[src/rtl/seg_scan_display.sv]
// Multiplexed seven-segment scanner: captures a value in hex or decimal (double-dabble),
// then scans DIGITS common-anode positions with dp, leading-zero blank, overflow dashes and blink.
module seg_scan_display #(
  parameter int DIGITS           = 4,
  parameter int VALUE_W          = 16,
  parameter int SCAN_DIV         = 50000,
  parameter int BLINK_DIV        = 64,
  parameter bit ANODE_ACTIVE_LOW = 1'b1,
  parameter bit SEG_ACTIVE_LOW   = 1'b1
) (
  input  logic               clk,
  input  logic               rst,
  input  logic [VALUE_W-1:0] value,
  input  logic               load,
  input  logic               mode,
  input  logic               blank_lz,
  input  logic [DIGITS-1:0]  dp_mask,
  input  logic               blink_en,
  output logic [DIGITS-1:0]  anode,
  output logic [7:0]         digit_seg,
  output logic               busy,
  output logic               overflow
);

  localparam int BUF_W = 4 * DIGITS;
  localparam int BCD_W = 4 * (DIGITS + 1) + 1;
  localparam int EXT_W = (VALUE_W > BUF_W) ? VALUE_W : BUF_W;
  localparam int DIV_W = $clog2(SCAN_DIV);
  localparam int IDX_W = (DIGITS > 1) ? $clog2(DIGITS) : 1;
  localparam int CNT_W = $clog2(VALUE_W) + 1;
  localparam int BLK_W = $clog2(BLINK_DIV + 1);

  typedef enum logic {IDLE, CONV} state_t;

  state_t             state_q, state_d;
  logic [BUF_W-1:0]   buf_q, buf_d;
  logic               ovf_q, ovf_d;
  logic [BCD_W-1:0]   bcd_q, bcd_d;
  logic [VALUE_W-1:0] sh_q, sh_d;
  logic               sticky_q, sticky_d;
  logic [CNT_W-1:0]   cnt_q, cnt_d;
  logic [DIV_W-1:0]   div_q, div_d;
  logic [IDX_W-1:0]   idx_q, idx_d;
  logic [BLK_W-1:0]   frm_q, frm_d;
  logic               phase_q, phase_d;
  logic [DIGITS-1:0]  anode_q, anode_d;
  logic [7:0]         seg_q, seg_d;

  logic [BCD_W-1:0]   bcd_adj, bcd_shift;
  logic [EXT_W-1:0]   ext;
  logic [BUF_W-1:0]   upper;
  logic               scan_tc;

  function automatic logic [7:0] glyph(input logic [3:0] d);
    case (d)
      4'h0: glyph = 8'hC0;  4'h1: glyph = 8'hF9;  4'h2: glyph = 8'hA4;  4'h3: glyph = 8'hB0;
      4'h4: glyph = 8'h99;  4'h5: glyph = 8'h92;  4'h6: glyph = 8'h82;  4'h7: glyph = 8'hF8;
      4'h8: glyph = 8'h80;  4'h9: glyph = 8'h90;  4'hA: glyph = 8'h88;  4'hB: glyph = 8'h83;
      4'hC: glyph = 8'hC6;  4'hD: glyph = 8'hA1;  4'hE: glyph = 8'h86;  default: glyph = 8'h8E;
    endcase
  endfunction

  always_comb begin
    state_d  = state_q;
    buf_d    = buf_q;
    ovf_d    = ovf_q;
    bcd_d    = bcd_q;
    sh_d     = sh_q;
    sticky_d = sticky_q;
    cnt_d    = cnt_q;

    bcd_adj = bcd_q;
    for (int n = 0; n < DIGITS + 1; n++) begin
      if (bcd_adj[4*n +: 4] >= 4'd5) bcd_adj[4*n +: 4] = bcd_adj[4*n +: 4] + 4'd3;
    end
    bcd_shift = {bcd_adj[BCD_W-2:0], sh_q[VALUE_W-1]};
    ext = EXT_W'(value);

    case (state_q)
      IDLE: begin
        if (load) begin
          if (mode) begin
            state_d  = CONV;
            sh_d     = value;
            bcd_d    = '0;
            sticky_d = 1'b0;
            cnt_d    = '0;
          end else begin
            buf_d = ext[BUF_W-1:0];
            ovf_d = |(ext >> BUF_W);
          end
        end
      end
      default: begin
        bcd_d    = bcd_shift;
        sh_d     = sh_q << 1;
        // Carry falling off the top is remembered so huge values still flag overflow.
        sticky_d = sticky_q | bcd_adj[BCD_W-1];
        cnt_d    = cnt_q + 1'b1;
        if (cnt_q == CNT_W'(VALUE_W - 1)) begin
          state_d = IDLE;
          buf_d   = bcd_shift[BUF_W-1:0];
          ovf_d   = sticky_q | bcd_adj[BCD_W-1] | (|bcd_shift[BCD_W-1:BUF_W]);
        end
      end
    endcase

    scan_tc = (div_q == DIV_W'(SCAN_DIV - 1));
    div_d   = scan_tc ? '0 : div_q + 1'b1;
    idx_d   = idx_q;
    frm_d   = frm_q;
    phase_d = phase_q;
    if (scan_tc) begin
      if (idx_q == IDX_W'(DIGITS - 1)) begin
        idx_d = '0;
        if (frm_q == BLK_W'(BLINK_DIV - 1)) begin
          frm_d   = '0;
          phase_d = ~phase_q;
        end else begin
          frm_d = frm_q + 1'b1;
        end
      end else begin
        idx_d = idx_q + 1'b1;
      end
    end

    // Outputs are built from the current index so each digit holds exactly SCAN_DIV cycles.
    upper = buf_q >> (4 * idx_q);
    if (ovf_q)                                     seg_d = 8'hBF;
    else if (blank_lz && idx_q != '0 && upper == '0) seg_d = 8'hFF;
    else                                           seg_d = glyph(buf_q[4*idx_q +: 4]);
    seg_d[7] = ~dp_mask[idx_q];
    if (!SEG_ACTIVE_LOW) seg_d = ~seg_d;

    anode_d = DIGITS'(1) << idx_q;
    if (blink_en && !phase_q) anode_d = '0;
    if (ANODE_ACTIVE_LOW) anode_d = ~anode_d;
  end

  always_ff @(posedge clk or posedge rst) begin
    if (rst) begin
      state_q  <= IDLE;
      buf_q    <= '0;
      ovf_q    <= 1'b0;
      bcd_q    <= '0;
      sh_q     <= '0;
      sticky_q <= 1'b0;
      cnt_q    <= '0;
      div_q    <= '0;
      idx_q    <= '0;
      frm_q    <= '0;
      phase_q  <= 1'b1;
      anode_q  <= ANODE_ACTIVE_LOW ? '1 : '0;
      seg_q    <= SEG_ACTIVE_LOW ? 8'hFF : 8'h00;
    end else begin
      state_q  <= state_d;
      buf_q    <= buf_d;
      ovf_q    <= ovf_d;
      bcd_q    <= bcd_d;
      sh_q     <= sh_d;
      sticky_q <= sticky_d;
      cnt_q    <= cnt_d;
      div_q    <= div_d;
      idx_q    <= idx_d;
      frm_q    <= frm_d;
      phase_q  <= phase_d;
      anode_q  <= anode_d;
      seg_q    <= seg_d;
    end
  end

  assign anode     = anode_q;
  assign digit_seg = seg_q;
  assign busy      = (state_q == CONV);
  assign overflow  = ovf_q;

endmodule

[config.mk]
export PLATFORM = sky130hd
export DESIGN_NAME = seg_scan_display
export DESIGN_NICKNAME = d
export VERILOG_FILES = /design/src/rtl/seg_scan_display.sv
export SDC_FILE = /design/constraint.sdc
export NUM_CORES = 1
export LEC_CHECK = 0
export ABC_AREA = 1
export CORE_MARGIN = 2
export CORE_UTILIZATION = 55
export CTS_BUF_LIST = sky130_fd_sc_hd__clkbuf_8 sky130_fd_sc_hd__clkbuf_16
export CTS_CLUSTER_DIAMETER = 120
export DETAILED_ROUTE_END_ITERATION = 6
export DONT_BUFFER_PORTS = 1
export PLACE_DENSITY = 0.72
export SLEW_MARGIN = 30
export SYNTH_ARGS = -nofsm -noshare
export SYNTH_HDL_FRONTEND = slang
export SYNTH_SLANG_ARGS = --single-unit
export TNS_END_PERCENT = 30
[constraint.sdc]
create_clock -name clk -period 2.9 [get_ports clk]
set_input_delay 0.29 -clock clk [delete_from_list [all_inputs] [get_ports clk]]
set_output_delay 0.29 -clock clk [all_outputs]
set_load 0.03 [all_outputs]
# ---- After elaboration in Yosys (flattened, before gate mapping)
# Memories as Yosys holds them, arrays and structs flattened.
# Index checks and enable logic that the tools add are counted.
dict set report classes {
  addsub 9
  order_cmp 6
  n_eq_ne 6
  shifts 3
  n_mux 37
  bitwise 5
  n_reduce_logical 13
}
# operator n
set op_table {}
lappend op_table {{$mux W16} 8}
lappend op_table {{$mux W21} 3}
lappend op_table {{$mux W4} 6}
lappend op_table {{$mux W7} 3}
lappend op_table {{$add A4 B2 Y4 const B} 5}
lappend op_table {{$ge A4 B3 Y1 const B} 5}
lappend op_table {{$add A16 B1 Y16 const B} 1}
lappend op_table {{$eq A16 B16 Y1 const B} 1}
lappend op_table {{$logic_not A16 Y1} 1}
lappend op_table {{$shiftx A16 B5 Y4} 1}
lappend op_table {{$shr A16 B4 Y16} 1}
lappend op_table {{$mux W5} 3}
lappend op_table {{$mux W1} 12}
lappend op_table {{$add A7 B1 Y7 const B} 1}
lappend op_table {{$eq A7 B6 Y1 const B} 1}
lappend op_table {{$reduce_and A3 Y1} 2}
lappend op_table {{$reduce_bool A2 Y1} 3}
lappend op_table {{$add A5 B1 Y5 const B} 1}
lappend op_table {{$eq A5 B4 Y1 const B} 1}
lappend op_table {{$reduce_or A5 Y1} 1}
lappend op_table {{$ne A2 B1 Y1 const B} 2}
lappend op_table {{$not A4 Y4} 1}
lappend op_table {{$reduce_and A2 Y1} 2}
lappend op_table {{$shl A1 B2 Y4 const A} 1}
lappend op_table {{9 further kinds} 13}
dict set report totals {
  register_bits 99
  mem_bits_ro 112
  in_bits 26
  output_inout_bits 14
  memories 1
}
# memory depth word_bits read_ports rd_clocked_by_memory_dff write_ports line_no
set memory_table {}
lappend memory_table {{(no name shown)} 16 7 1 0 0 55} ;# case (d)

# ---- Logic depth before layout (Yosys ltp)
# Gate-level depths: netlist of the first run.
dict set report depth {
  ltp_word 6
  depth_mapped 13
  ltp_nobuf 12
}

# ---- Least setup slack after synthesis of the first run
# OpenSTA, ideal clock, no wires.
dict set report synth_timing {
  kind {register to register}
  start {reg idx_q[0]}
  end {reg seg_q[6] (netlist: digit_seg[6])}
  setup_ps 76
  arrival_ps 1730
  required_ps 2824
  path_slack_ps 1095
  stages_incl_launch_ff 13
  path_buffers 1
  path_cell_list {dfrtp_1 -> inv_2 -> buf_6 -> nand2_1 -> nand3_1 -> nand2_1 -> ha_1 -> inv_1 -> nor3b_1 -> nand3_1 -> nor2_1 -> nand2_1 -> a21oi_1}
}
dict set report synth_via {
  elab_chain_len 5
}
# element line_no
set synth_lines {}
lappend synth_lines {{start: declaration} 43} ;# logic [IDX_W-1:0] idx_q, idx_d;
lappend synth_lines {{start signal: assignment} 164} ;# idx_q <= idx_d;
lappend synth_lines {{branches (longest 3 deep; another with $mem_v2 Z16 W7)} --}
lappend synth_lines {{$mux W7 (*)} 130} ;# else if (blank_lz && idx_q != '0 && upper == '0) seg_d = 8'hFF;
lappend synth_lines {{$mux W7 (*)} 129} ;# if (ovf_q) seg_d = 8'hBF;
lappend synth_lines {{net seg_d[6]} 47} ;# logic [7:0] seg_q, seg_d;
lappend synth_lines {{end signal: assignment} 154} ;# seg_q <= SEG_ACTIVE_LOW ? 8'hFF : 8'h00;
lappend synth_lines {{end signal: assignment} 168} ;# seg_q <= seg_d;
lappend synth_lines {{end: declaration} 47}
# Mark *: on every way through the listed nets, which the timed path passes.
# A chain may end at the register's enable or synchronous reset.

# ---- Worst setup path in the final report of the first run
# Same ends and word-level chain as after synthesis.

==> results.md, run 1 <==
* Netlist cell types at 38
* Final min period at 2290 ps
* Avg Inst Size Synth at 8.21 um^2
* Max incr delay on CP at 670 ps
* Port Buffers at 0
* Max-Cap Viols at 0
* Flops & latches, synth at 99
* Pwr Density at 998 nW/um^2
* Hpwl dp at 8100 um
* Residual DRC at 0
* Final nets at 693
* Largest area contributor in the netlist: dfrtp_1
* Met1 Usage GRT at 31.6%
* GR Overflow Total at 0
* Vias in the first global route at 4024
* Vias per cell at 5.58
* Worst vdd rail ir drop at 0.000811 V
* H-tree depth at 3
* Worst Tran Pin Value at 661 ps
* Count leader, synth: nand2_1
* Synthesized cell area at 5290 um^2
* Reg2reg end: digit_seg[6]
* Cell mode on critical path: nand2_1
* Static leakage at 2.77 nW
* Number of diodes at 0
* Synth Warn # at 0
* CTS-repair resized insts at 0
* All-layer global routing usage at 23.4%
* Fmax at 437 MHz
* CTS buffer count at 9
* Drt first pass iters at 5
* Post-synth EDFFs at 0
* Routed WL at 11400 um
* Max-slew headroom at 55.9%
* Layout cell share with drive strength beyond 1 at 7.56%
* Initial detailed-routing violation count at 231
* Vias at 4332
* Core area at 9280 um^2
* First-pass GRT wire length at 19200 um
* Root buf cell: clkbuf_8
* Routed WL per cell at 14.6 um
* IO Pins at 40
* R2R Setup Slk at 610 ps
* Clk_lat worst skew at 360 ps
* Largest net degree at the start of global routing at 59
* Num rows at 35
* Reg clk slew, reported paths at 90 ps
* CTS tree: built
* Post-Place Setup Slack at 662 ps
* ANT nets after route at 0
* Final hold violations at 0
* Pins Over Slew Limit at 0
* Clock buffer depth at 2
* GRT busiest layer: met2
* Seq/Total Area, Yosys at 47.1%
* Commonest cells post-synth: nand2_1, dfrtp_1, inv_1
* Met2 usage in global routing at 37.1%
* Setup crit end: digit_seg[6]
* Clk sinks at 99
* Die H at 102 um
* Worst Reg2Reg Path Length in Cells at 11
* Critical Path AT at 2580 ps
* Synth top area share at 40.7%
* Reg2reg start: idx_q[0]
* Antenna violations before repair at 0
* Asr flop ratio synth at 100%
* Critical Path Sink Type: register
* Placer Congestion at 0.884
* RSZ-0062 raised after global routing: no
* Die ar. at 10400 um^2
* Starting density of the core at 57.0%
* Worst-path maximum fanout at 17
* Layout area overhead at 7.59%
* Post-synth net total at 694
* Top post-synthesis cells by area: dfrtp_1, nand2_1, dfstp_2, nand3_1, inv_1
* WS Path Type: register to register
* Setup crit start: idx_q[0]
* Setup_tns at 0 ps
* Final setup viols at 0
* GR Util met3 at 6.16%
* Min-Delay Path Class: input pin to register
* Type of origin of the critical path: register
* Syn Inst Count at 644
* Primary FF master, synth: dfrtp_1
* CP max-delay cell: dfrtp_1
* Req. time, crit path at 3190 ps
* Die X at 102 um
* Clock skew at 8.48 ps
* Period Utilization, post-route at 78.8%
* Setup ws final at 614 ps
* Status: complete, no violations
* CP cell instances: inv_2 -> nand2_1 -> nand3_1 -> nand2_1 -> ha_1 -> inv_1 -> nor3b_1 -> nand3_1 -> nor2_1 -> nand2_1 -> a21oi_1
==> routing by layer <==
metal	wire length, um	up-vias
li1	-	2117
met1	5010	2049
met2	5260	145
met3	936	21
met4	157	0
met5	0	-
==> sequential cells by signal, indices dropped and copies added (netlist names) <==
register,cells
anode,4
bcd_q,21
buf_q,16
busy,1
cnt_q,5
digit_seg,8
div_q,16
frm_q,7
idx_q,2
overflow,1
phase_q,1
sh_q,16
sticky_q,1
==> worst min-delay path by stage <==
stage	start	end	slack [ps]	cells past startpoint
after floorplan	div_q[0]	div_q[0]	430	1
after global placement	rst	idx_q[0]	250	1
after detailed placement	rst	idx_q[0]	250	1
after CTS	value[3]	sh_q[3]	80	2
after global routing	value[5]	sh_q[5]	70	2
final	value[3]	sh_q[3]	90	2
==> cell families (layout without fill, tap and decap cells) <==
logic type | count (synthesis) | after routing | synth area share, %
simple gates | 285 | 285 | 23.7
compound gates | 113 | 113 | 12.7
buf+inv | 108 | 112 | 8.23
flops | 99 | 99 | 47.1
fa+ha+maj | 24 | 24 | 5.68
xor+xnor | 15 | 15 | 2.48
==> cell usage in the layout (no fill, tap or decap), types with 2 or more instances in the layout <==
cell         n
a22o_1       2
nand3_1     65
dfstp_2     13
xnor2_1      2
nor2_4       2
nand2_2      2
o21ai_0     42
nor3_1       6
o221ai_1    12
o22ai_1      4
buf_4        5
ha_1        24
o211ai_1     4
a21oi_1     32
a22oi_1      7
clkbuf_8    10
a31oi_1      3
bufinv_16    4
dfrtp_1     86
nor2_1      51
nand2_1    142
inv_2        4
nand4_1     10
o21ai_1      3
inv_1       84
nand3_2      2
xor2_1      13
==> worst max-delay path: cells and delay by family (launching register included) <==
kind                       cells  cell delay, ps
and+or+nand+nor                7             910
DFF                            1             670
buffers and inverters          2             290
adders and majority gates      1             190
AOI/OAI and AO/OA              1             160
==> through the flow <==
stage / hold slack, ps / cell area [um^2] / utilization (%) / power, mW / cells
after floorplan: 430 / 5290 / - / 3.98 / 644
after global placement: 247 / 5410 / 58.3 / 4.41 / 760
after detailed placement: 250 / 5410 / 58.3 / 4.50 / 760
after CTS: 76.1 / 5690 / 61.3 / 5.69 / 777
after global routing: 71.3 / 5690 / 61.3 / 6.16 / 777
final: 88.0 / 5690 / 61.3 / 5.68 / 777
==> power by group <==
part	switching, mW	internal, mW	total, mW
sequential	0.418	1.88	2.30
combinational	1.45	0.771	2.22
clock	0.475	0.685	1.16
==> cell type report <==
class / instances / area [um^2]
inverters: 89 / 337
clock buffers: 10 / 138
multi-input cells: 437 / 2360
flip-flops and latches: 99 / 2490
fillers: 816 / 3590
well taps: 129 / 161
clock inverters: 6 / 134
repair buffers: 7 / 67.6
==> repair_timing <==
item,4_1_cts,5_1_grt
setup endpoints to repair,0,0
endpoints found under the hold margin,28,0
hold buffers,1,0
buffers inserted,0,0
Note: power is estimated with default switching activity, not from simulation.
==> run 2: changes to the inputs <==
--- a/config.mk
+++ b/config.mk
@@ -12,7 +12,7 @@
 export CTS_CLUSTER_DIAMETER = 120
 export DETAILED_ROUTE_END_ITERATION = 6
 export DONT_BUFFER_PORTS = 1
-export PLACE_DENSITY = 0.72
+export PLACE_DENSITY = 0.69
 export SLEW_MARGIN = 30
 export SYNTH_ARGS = -nofsm -noshare
 export SYNTH_HDL_FRONTEND = slang
==> constraint.sdc (replaced) <==
create_clock -name clk -period 2.25 [get_ports clk]
set_input_delay 0.225 -clock clk [delete_from_list [all_inputs] [get_ports clk]]
set_output_delay 0.225 -clock clk [all_outputs]
set_load 0.03 [all_outputs]
==> run 2 against run 1 <==
Clock skew grew 7.0 ps; total power grew 20%; critical path type unchanged; setup slack lost 310 ps; design area shrank 0.84%; fmax grew 18%; sequential cell count is the same; via count shrank 1.4%.
==> results.md, run 2 (synthesis results as in run 1) <==
* Routed WL at 11200 um
* Vias at 4270
* Post-Place Setup Slack at 235 ps
* Residual DRC at 0
* Core area at 9280 um^2
* GR Util met3 at 8.21%
* Root buf cell: clkbuf_8
* Max-slew headroom at 66.0%
* Hold Path Stages at 2
* Top reg by flops: bcd_q
* Reg clk slew, reported paths at 100 ps
* Type of origin of the critical path: register
* H-tree depth at 3
* Worst Reg2Reg Path Length in Cells at 11
* Placer Congestion at 0.905
* Critical Path Sink Type: register
* Critical Path AT at 2250 ps
* Fmax at 515 MHz
* Initial detailed-routing violation count at 173
* Worst Tran Pin Value at 510 ps
* Status: complete, no violations
* Clk sinks at 99
* First-pass GRT wire length at 19100 um
* Die ar. at 10400 um^2
* Worst vdd rail ir drop at 0.000803 V
* Num rows at 35
* RSZ-0062 raised after global routing: no
* Max reg flops at 21
* Final setup viols at 0
* Worst-path maximum fanout at 14
* Setup_tns at 0 ps
* Static leakage at 2.74 nW
* Vias in the first global route at 4058
* Final hold violations at 0
* Min-Delay Path Class: input pin to register
* Clock buffer depth at 2
* ANT nets after route at 0
* Die X at 102 um
* GR Overflow Total at 0
* Commonest non-fill, non-tap cell in the layout: nand2_1
* Setup ws final at 307 ps
* Pwr Density at 1210 nW/um^2
* Starting density of the core at 57.0%
* Final min period at 1940 ps
* Die H at 102 um
* Period Utilization, post-route at 86.3%
* Hpwl dp at 8130 um
* GRT busiest layer: met2
* CTS buffer count at 9
* Pins Over Slew Limit at 0
* Fillers at 837
* Port Buffers at 0
* WS Path Type: register to register
* Layout area overhead at 6.69%
* IO Pins at 40
* Clock skew at 15.5 ps
* Vias per cell at 5.46
* Max-Cap Viols at 0
* Met2 usage in global routing at 37.0%
* Final nets at 699
* Req. time, crit path at 2550 ps
* Met1 Usage GRT at 31.0%
* Most frequent cells in the layout: nand2_1, inv_1, dfrtp_1, nand3_1, nor2_1
* Largest net degree at the start of global routing at 100
* Drt first pass iters at 5
* Clk_lat worst skew at 380 ps
* CTS tree: built
* All-layer global routing usage at 23.6%
* Layout cell share with drive strength beyond 1 at 7.82%
* Antenna violations before repair at 0
* Routed WL per cell at 14.3 um
[run 2: cell type report]
type / count / area, um^2 / area share (%)
repair buffers: 13 / 130 / 2.31
multi-input cells: 437 / 2360 / 41.8
well taps: 129 / 161 / 2.86
clock inverters: 5 / 32.5 / 0.576
diodes: 1 / 2.50 / 0.0443
clock buffers: 9 / 124 / 2.19
inverters: 89 / 338 / 5.99
flip-flops and latches: 99 / 2490 / 44.2
[run 2: where the power goes]
| group | internal [mW] | switching [mW] | leakage, nW | total, mW |
|---|---|---|---|---|
| registers | 2.43 | 0.492 | 1.20 | 2.92 |
| clock network | 0.388 | 0.598 | 0.0788 | 0.986 |
| logic | 1.04 | 1.90 | 1.45 | 2.94 |
| total | 3.85 | 2.99 | 2.74 | 6.84 |
[run 2: path summary, 6_finish.rpt]
| path | start | end | slack (ps) |
|---|---|---|---|
| max reg2reg | idx_q[0] | digit_seg[6] | 310 |
| max | idx_q[0] | digit_seg[6] | 310 |
| min in group asynchronous | rst | bcd_q[18] | 440 |
| min reg2reg | phase_q | phase_q | 470 |
| max in group asynchronous | rst | digit_seg[4] | 1370 |
| min | value[10] | sh_q[10] | 10 |
[run 2: repair_timing]
item	CTS	global route
resized for setup	0	1
hold buffers	3	0
buffers inserted	0	0
endpoints found under the setup margin	0	1
hold endpoints to repair	88	0
[run 2: routing by layer]
layer  share of wire [%]  vias to the layer above
li1                    -                     2135
met1                  45                     2008
met2                  45                      113
met3                 8.0                       14
met4                 1.4                        0
met5                   0                        -
[run 2: metrics by stage]
step           utilization (%)  hold WS (ps)  std cells  power (mW)  instance area [um^2]
6_report                  60.8          11.4        782        6.84                  5640
2_1_floorplan                -           375        644        5.13                  5290
4_1_cts                   60.8          3.29        781        6.85                  5640
3_3_place_gp              58.7           288        764        5.75                  5450
5_1_grt                   60.8          1.33        781        7.47                  5640
3_5_place_dp              58.7           288        764        5.86                  5450
[run 2: worst max-delay path, cell delays in order, from the launching register on]
cell	delay (ps)
dfrtp_2	460
inv_2	130
nand2_1	80
nand3_1	70
nand2_1	210
ha_1	190
inv_1	60
nor3b_1	170
nand3_1	90
nor2_1	130
nand2_1	120
a21oi_1	160
